**src/rtl/clock_control_pkg.sv**
```systemverilog
// Shared types and constants for the run/halt/single-step clock controller.
package clock_control_pkg;

  typedef enum logic [1:0] {
    ST_HALTED   = 2'd0,
    ST_RUNNING  = 2'd1,
    ST_STEPPING = 2'd2,
    ST_STOPPED  = 2'd3
  } state_e;

  localparam int STEP_CYCLES_MIN = 1;
  localparam int STEP_CYCLES_MAX = 255;

  // Out-of-range step lengths are clamped so the 8-bit step counter never loads 0 or overflows.
  function automatic logic [7:0] clamp_step(input int value);
    if (value < STEP_CYCLES_MIN) begin
      return 8'(STEP_CYCLES_MIN);
    end else if (value > STEP_CYCLES_MAX) begin
      return 8'(STEP_CYCLES_MAX);
    end else begin
      return 8'(value);
    end
  endfunction

endpackage

```
**src/rtl/clock_control_edge_detect.sv**
```systemverilog
// Single-bit rising-edge detector; a level already high when reset is released never fires.
module edge_detect (
  input  logic i_clock,
  input  logic i_reset,
  input  logic i_in,
  output logic o_rise
);

  logic r_prev;
  logic r_armed;

  // Armed only after the first edge out of reset, so a held level must fall and rise again.
  always_ff @(posedge i_clock or posedge i_reset) begin
    if (i_reset) begin
      r_prev  <= 1'b0;
      r_armed <= 1'b0;
    end else begin
      r_prev  <= i_in;
      r_armed <= 1'b1;
    end
  end

  assign o_rise = i_in & ~r_prev & r_armed;

endmodule

```
**src/rtl/clock_control.sv**
```systemverilog
// Run/halt/single-step controller producing a glitch-free enable for the gated clock,
// plus a saturating count of enabled cycles.
module clock_control
  import clock_control_pkg::*;
#(
  parameter int STEP_CYCLES = 1,
  parameter int COUNT_WIDTH = 32
) (
  input  logic                   i_clock,
  input  logic                   i_reset,
  input  logic                   i_run,
  input  logic                   i_halt,
  input  logic                   i_step,
  input  logic                   i_hlt,
  output logic                   o_enable,
  output logic [1:0]             o_state,
  output logic                   o_step_done,
  output logic [COUNT_WIDTH-1:0] o_cycles
);

  localparam logic [7:0]             STEP_LOAD = clamp_step(STEP_CYCLES);
  localparam logic [COUNT_WIDTH-1:0] CNT_MAX   = {COUNT_WIDTH{1'b1}};
  localparam logic [COUNT_WIDTH-1:0] CNT_ONE   = {{(COUNT_WIDTH-1){1'b0}}, 1'b1};

  logic                   w_run_rise;
  logic                   w_halt_rise;
  logic                   w_step_rise;
  logic                   w_enable;
  state_e                 r_state;
  logic [7:0]             r_step_cnt;
  logic                   r_step_done;
  logic [COUNT_WIDTH-1:0] r_cycles;

  edge_detect u_run_edge  (.i_clock(i_clock), .i_reset(i_reset), .i_in(i_run),  .o_rise(w_run_rise));
  edge_detect u_halt_edge (.i_clock(i_clock), .i_reset(i_reset), .i_in(i_halt), .o_rise(w_halt_rise));
  edge_detect u_step_edge (.i_clock(i_clock), .i_reset(i_reset), .i_in(i_step), .o_rise(w_step_rise));

  // Command FSM: priority is CPU HLT, then halt, then step, then run.
  always_ff @(posedge i_clock or posedge i_reset) begin
    if (i_reset) begin
      r_state     <= ST_HALTED;
      r_step_cnt  <= 8'd0;
      r_step_done <= 1'b0;
    end else begin
      r_step_done <= 1'b0;
      case (r_state)
        ST_HALTED: begin
          if (w_halt_rise) begin
            r_state <= ST_HALTED;
          end else if (w_step_rise) begin
            r_state    <= ST_STEPPING;
            r_step_cnt <= STEP_LOAD;
          end else if (w_run_rise) begin
            r_state <= ST_RUNNING;
          end
        end
        ST_RUNNING: begin
          if (i_hlt) begin
            r_state <= ST_STOPPED;
          end else if (w_halt_rise) begin
            r_state <= ST_HALTED;
          end
        end
        ST_STEPPING: begin
          if (i_hlt) begin
            r_state    <= ST_STOPPED;
            r_step_cnt <= 8'd0;
          end else if (w_halt_rise) begin
            r_state    <= ST_HALTED;
            r_step_cnt <= 8'd0;
          end else if (r_step_cnt <= 8'd1) begin
            r_state     <= ST_HALTED;
            r_step_cnt  <= 8'd0;
            r_step_done <= 1'b1;
          end else begin
            r_step_cnt <= r_step_cnt - 8'd1;
          end
        end
        ST_STOPPED: begin
          if (w_halt_rise) begin
            r_state <= ST_HALTED;
          end
        end
        default: begin
          r_state    <= ST_HALTED;
          r_step_cnt <= 8'd0;
        end
      endcase
    end
  end

  assign w_enable = (r_state == ST_RUNNING) || (r_state == ST_STEPPING);

  // Enabled-cycle counter, sticks at all-ones.
  always_ff @(posedge i_clock or posedge i_reset) begin
    if (i_reset) begin
      r_cycles <= {COUNT_WIDTH{1'b0}};
    end else if (w_enable && (r_cycles != CNT_MAX)) begin
      r_cycles <= r_cycles + CNT_ONE;
    end
  end

  assign o_enable    = w_enable;
  assign o_state     = r_state;
  assign o_step_done = r_step_done;
  assign o_cycles    = r_cycles;

endmodule
```
**config.mk**
```make
export PLATFORM = sky130hd
export DESIGN_NAME = clock_control
export DESIGN_NICKNAME = d
export VERILOG_FILES = /design/src/rtl/clock_control_pkg.sv /design/src/rtl/clock_control_edge_detect.sv /design/src/rtl/clock_control.sv
export SDC_FILE = /design/constraint.sdc
export NUM_CORES = 1
export LEC_CHECK = 0
export ABC_AREA = 0
export CAP_MARGIN = 5
export CELL_PAD_IN_SITES_DETAIL_PLACEMENT = 0
export CELL_PAD_IN_SITES_GLOBAL_PLACEMENT = 1
export CORE_MARGIN = 3
export CORE_UTILIZATION = 41
export CTS_CLUSTER_SIZE = 30
export DETAILED_ROUTE_END_ITERATION = 6
export HOLD_SLACK_MARGIN = 0.12
export PLACE_DENSITY = 0.82
export SYNTH_ARGS = -nofsm -noshare
export SYNTH_HDL_FRONTEND = slang
export SYNTH_SLANG_ARGS = --single-unit
```
**constraint.sdc**
```tcl
create_clock -name i_clock -period 2.22 [get_ports i_clock]
set_clock_uncertainty 0.1 [all_clocks]
set_input_delay 0.444 -clock i_clock [delete_from_list [all_inputs] [get_ports i_clock]]
set_output_delay 0.444 -clock i_clock [all_outputs]
set_load 0.02 [all_outputs]
```
==> flow_metrics.py <==
metrics = {
    "timing": {
        "fin_crit_sh": 0.939,
        "hold_viol": 0,
        "final-setup-viol-count": 0,
        "maxSlewViolCount": 0,
        "setup_ws_ps": 135,
        "fmax_mhz": 480,
        "fin_crit_ps": 2080,
    },
    "grt": {
        "met1_usage": 0.240,
        "grt_use_met3": 0.0400,
        "grt.busiest_layer": "met2",
        "grt-ovfl-total": 0,
        "grt_max_degree": 48,
        "grt_pass1_wl_um": 8980,
        "grt_usage": 0.173,
        "met2_usage": 0.267,
        "antenna_found_initial": 0,
        "grt_pass1_vias": 1883,
    },
    "setup_path": {
        "startpoint_type": "register",
        "crit_path_start": "o_cycles[0]",
        "cp-end-kind": "register",
        "cp_top_family": "simple AND/OR/NAND/NOR gates",
        "crit_required_ps": 2300,
        "path_class": "reg2reg",
        "critPathSlowestCell": "dfrtp_1",
        "path_cells": "ha_2, nand4_1, nor4_4, a41oi_1, buf_4, and3_1, xor2_1",
        "crit_buf_inv": 1,
        "crit_arrival_ps": 2160,
        "critPathMaxStageDelay_ps": 410,
        "r2r-start": "o_cycles[0]",
        "crit_fanout": 12,
    },
    "min_path": {
        "hp-start": "o_cycles[19]",
        "hp-class": "reg2reg",
    },
    "clocking": {
        "clockRootBuffer": "clkbuf_8",
        "clk_pin_slew_ps": 80,
        "clk_latency_ps": 290,
        "htreeDepth": 2,
        "cts_tree": "yes",
        "cts_sinks": 47,
        "cts_buffer_depth": 2,
        "cts-buffers-inserted": 5,
    },
    "finish": {
        "fill_cells": 533,
        "layout.nets": 319,
        "diodes": 0,
        "multi_input_area_um2": 1210,
        "area_delta_synth_final_pct": 31.1,
        "layout-drive-gt1-share": 0.128,
        "layout.area.seq_um2": 1180,
    },
    "yosys": {
        "async_reset_ff_frac": 1.00,
        "synthesis.nets": 253,
        "synth_cells": 240,
        "synth_ff_type": "dfrtp_1",
        "yosys_warnings": 0,
        "ys_ff_latch": 47,
        "ys_types": 42,
        "synth_edf_count": 0,
        "synth_area_um2": 2420,
        "synth_top_area_cell": "dfrtp_1",
        "synth_top_area_frac": 0.487,
        "synth_area_per_cell_um2": 10.1,
        "ys_seq_area_frac": 0.487,
        "synth_area_leaders": "dfrtp_1 49%, xnor2_1 6.5%, xor2_1 4.3%, ha_1 3.6%, nor3_1 3.3%",
    },
    "drt": {
        "dr.pass1.iters": 4,
        "drc": 0,
        "via_per_inst": 5.27,
        "wl_um": 5290,
        "num_vias": 1985,
        "initialDrtViolationCount": 46,
        "wl_per_cell_um": 14.0,
        "drtAntennaViolNets": 0,
    },
    "placement": {
        "port_buffers": 41,
        "place_ws_ps": -27.8,
        "dp_hpwl_um": 3840,
        "place_congestion": 0.889,
    },
    "floorplanning": {
        "initial_core_util": 0.431,
        "rows": 27,
        "dieWidth_um": 82.8,
        "io_pins": 42,
        "die_area_um2": 6850,
        "die_h_um": 82.8,
        "fp.coreArea_um2": 5610,
    },
    "power": {
        "powerDensity_nw_per_um2": 811,
        "leakage_nw": 1.38,
        "power.total_mw": 2.57,
        "ir_drop_mv": 0.477,
    },
    "outcome": {
        "status": "completed",
    },
    "flow_run": {
        "maxCapViolations": 0,
    },
}
worst paths after layout:
check / endpoint / slack [ps] / depth (start not counted)
setup / recovery: o_cycles[6] / 140 / 7
hold / removal: o_cycles[19] / 390 / 1
setup reg to reg: o_cycles[6] / 140 / 7
hold reg to reg: o_cycles[19] / 390 / 1
max in group asynchronous: o_cycles[6] / 1370 / 3
min in group asynchronous: o_cycles[18] / 410 / 3
state kept, by name, indices dropped and copies added (netlist names):
register	count
o_cycles	32
o_step_done	1
o_state	2
u_step_edge.r_armed	1
u_halt_edge.r_prev	1
u_run_edge.r_prev	1
r_step_cnt	8
u_step_edge.r_prev	1
worst reg2reg max path, cell delays in order (launching register included):
cell	delay, ps
dfrtp_1	410
ha_2	210
nand4_1	150
nor4_4	390
a41oi_1	170
buf_4	210
and3_1	200
xor2_1	140
cells in the mapped netlist, drive strengths merged (2+ instances only):
| cell | instances |
|---|---|
| o21ai | 11 |
| a22o | 4 |
| xor2 | 12 |
| and3 | 5 |
| and2 | 2 |
| nand3b | 2 |
| nand4 | 10 |
| nor3 | 16 |
| inv | 12 |
| nor4 | 4 |
| nand2 | 15 |
| or3 | 2 |
| o2bb2ai | 2 |
| nor2 | 20 |
| dfrtp | 47 |
| a41oi | 2 |
| nand3 | 15 |
| buf | 2 |
| mux2i | 2 |
| ha | 7 |
| or2 | 2 |
| or4 | 3 |
| xnor2 | 18 |
| nor3b | 2 |
| nor2b | 4 |
| a21oi | 4 |
| and4 | 4 |
placed cells by master (no fill, tap or decap), types with 3 or more instances in the layout:
cell type / netlist / routed
a21oi_1: 4 / 4
a22o_1: 4 / 4
and3_1: 5 / 5
and4_1: 4 / 3
buf_4: 0 / 20
clkbuf_8: 0 / 5
clkdlybuf4s50_1: 0 / 40
dfrtp_1: 47 / 47
ha_1: 7 / 5
inv_1: 12 / 11
nand2_1: 15 / 14
nand3_1: 15 / 15
nand4_1: 10 / 10
nor2_1: 20 / 20
nor2b_1: 4 / 4
nor3_1: 16 / 16
nor4_1: 3 / 3
o21ai_0: 10 / 9
xnor2_1: 18 / 18
xor2_1: 12 / 12
cell type report:
cell class / count / area share
flip-flops and latches: 47 / 0.371
inverters: 12 / 0.0142
well taps: 72 / 0.0284
repair buffers: 62 / 0.183
clock buffers: 6 / 0.0229
multi-input cells: 178 / 0.381
report_power, final:
part	switching [mW]	internal [mW]	leakage [nW]	total, mW
Combinational	0.568	0.472	0.716	1.04
Sequential	0.102	0.946	0.629	1.05
Clock	0.271	0.211	0.0371	0.481
per-stage QoR:
step,hold WS [ps],TNS [ps],cell area (µm²),std cells,utilization
2_1_floorplan,357,0,2420,240,-
3_3_place_gp,379,0,3010,363,0.537
3_5_place_dp,386,-27.8,3010,363,0.537
4_1_cts,397,0,3090,369,0.550
5_1_grt,413,-10.7,3170,377,0.565
6_report,390,0,3170,377,0.565
per-layer routing:
layer / wire length [µm] / up-vias
li1: - / 984
met1: 2560 / 968
met2: 2490 / 29
met3: 178 / 4
met4: 61 / 0
met5: 0 / -
logic make-up (layout without fill, tap and decap cells):
family | after synthesis | in the layout | synth area share
buffers and inverters | 15 | 80 | 0.0243
AOI/OAI and AO/OA | 28 | 28 | 0.0802
and+or+nand+nor | 109 | 109 | 0.249
xor gates and xnor gates | 30 | 30 | 0.109
adders and majority gates | 7 | 7 | 0.0362
muxes | 3 | 3 | 0.0129
other | 1 | 1 | 0.00155
DFF | 47 | 47 | 0.487
what timing repair did:
action                     4_1_cts  5_1_grt
setup buffers                    0        8
hold buffers                     0        0
setup endpoints to repair        1       13
pin swaps                        0        5
gates resized for setup          1        7
gates cloned                     0        0
Power figures use the tool's default switching activity.
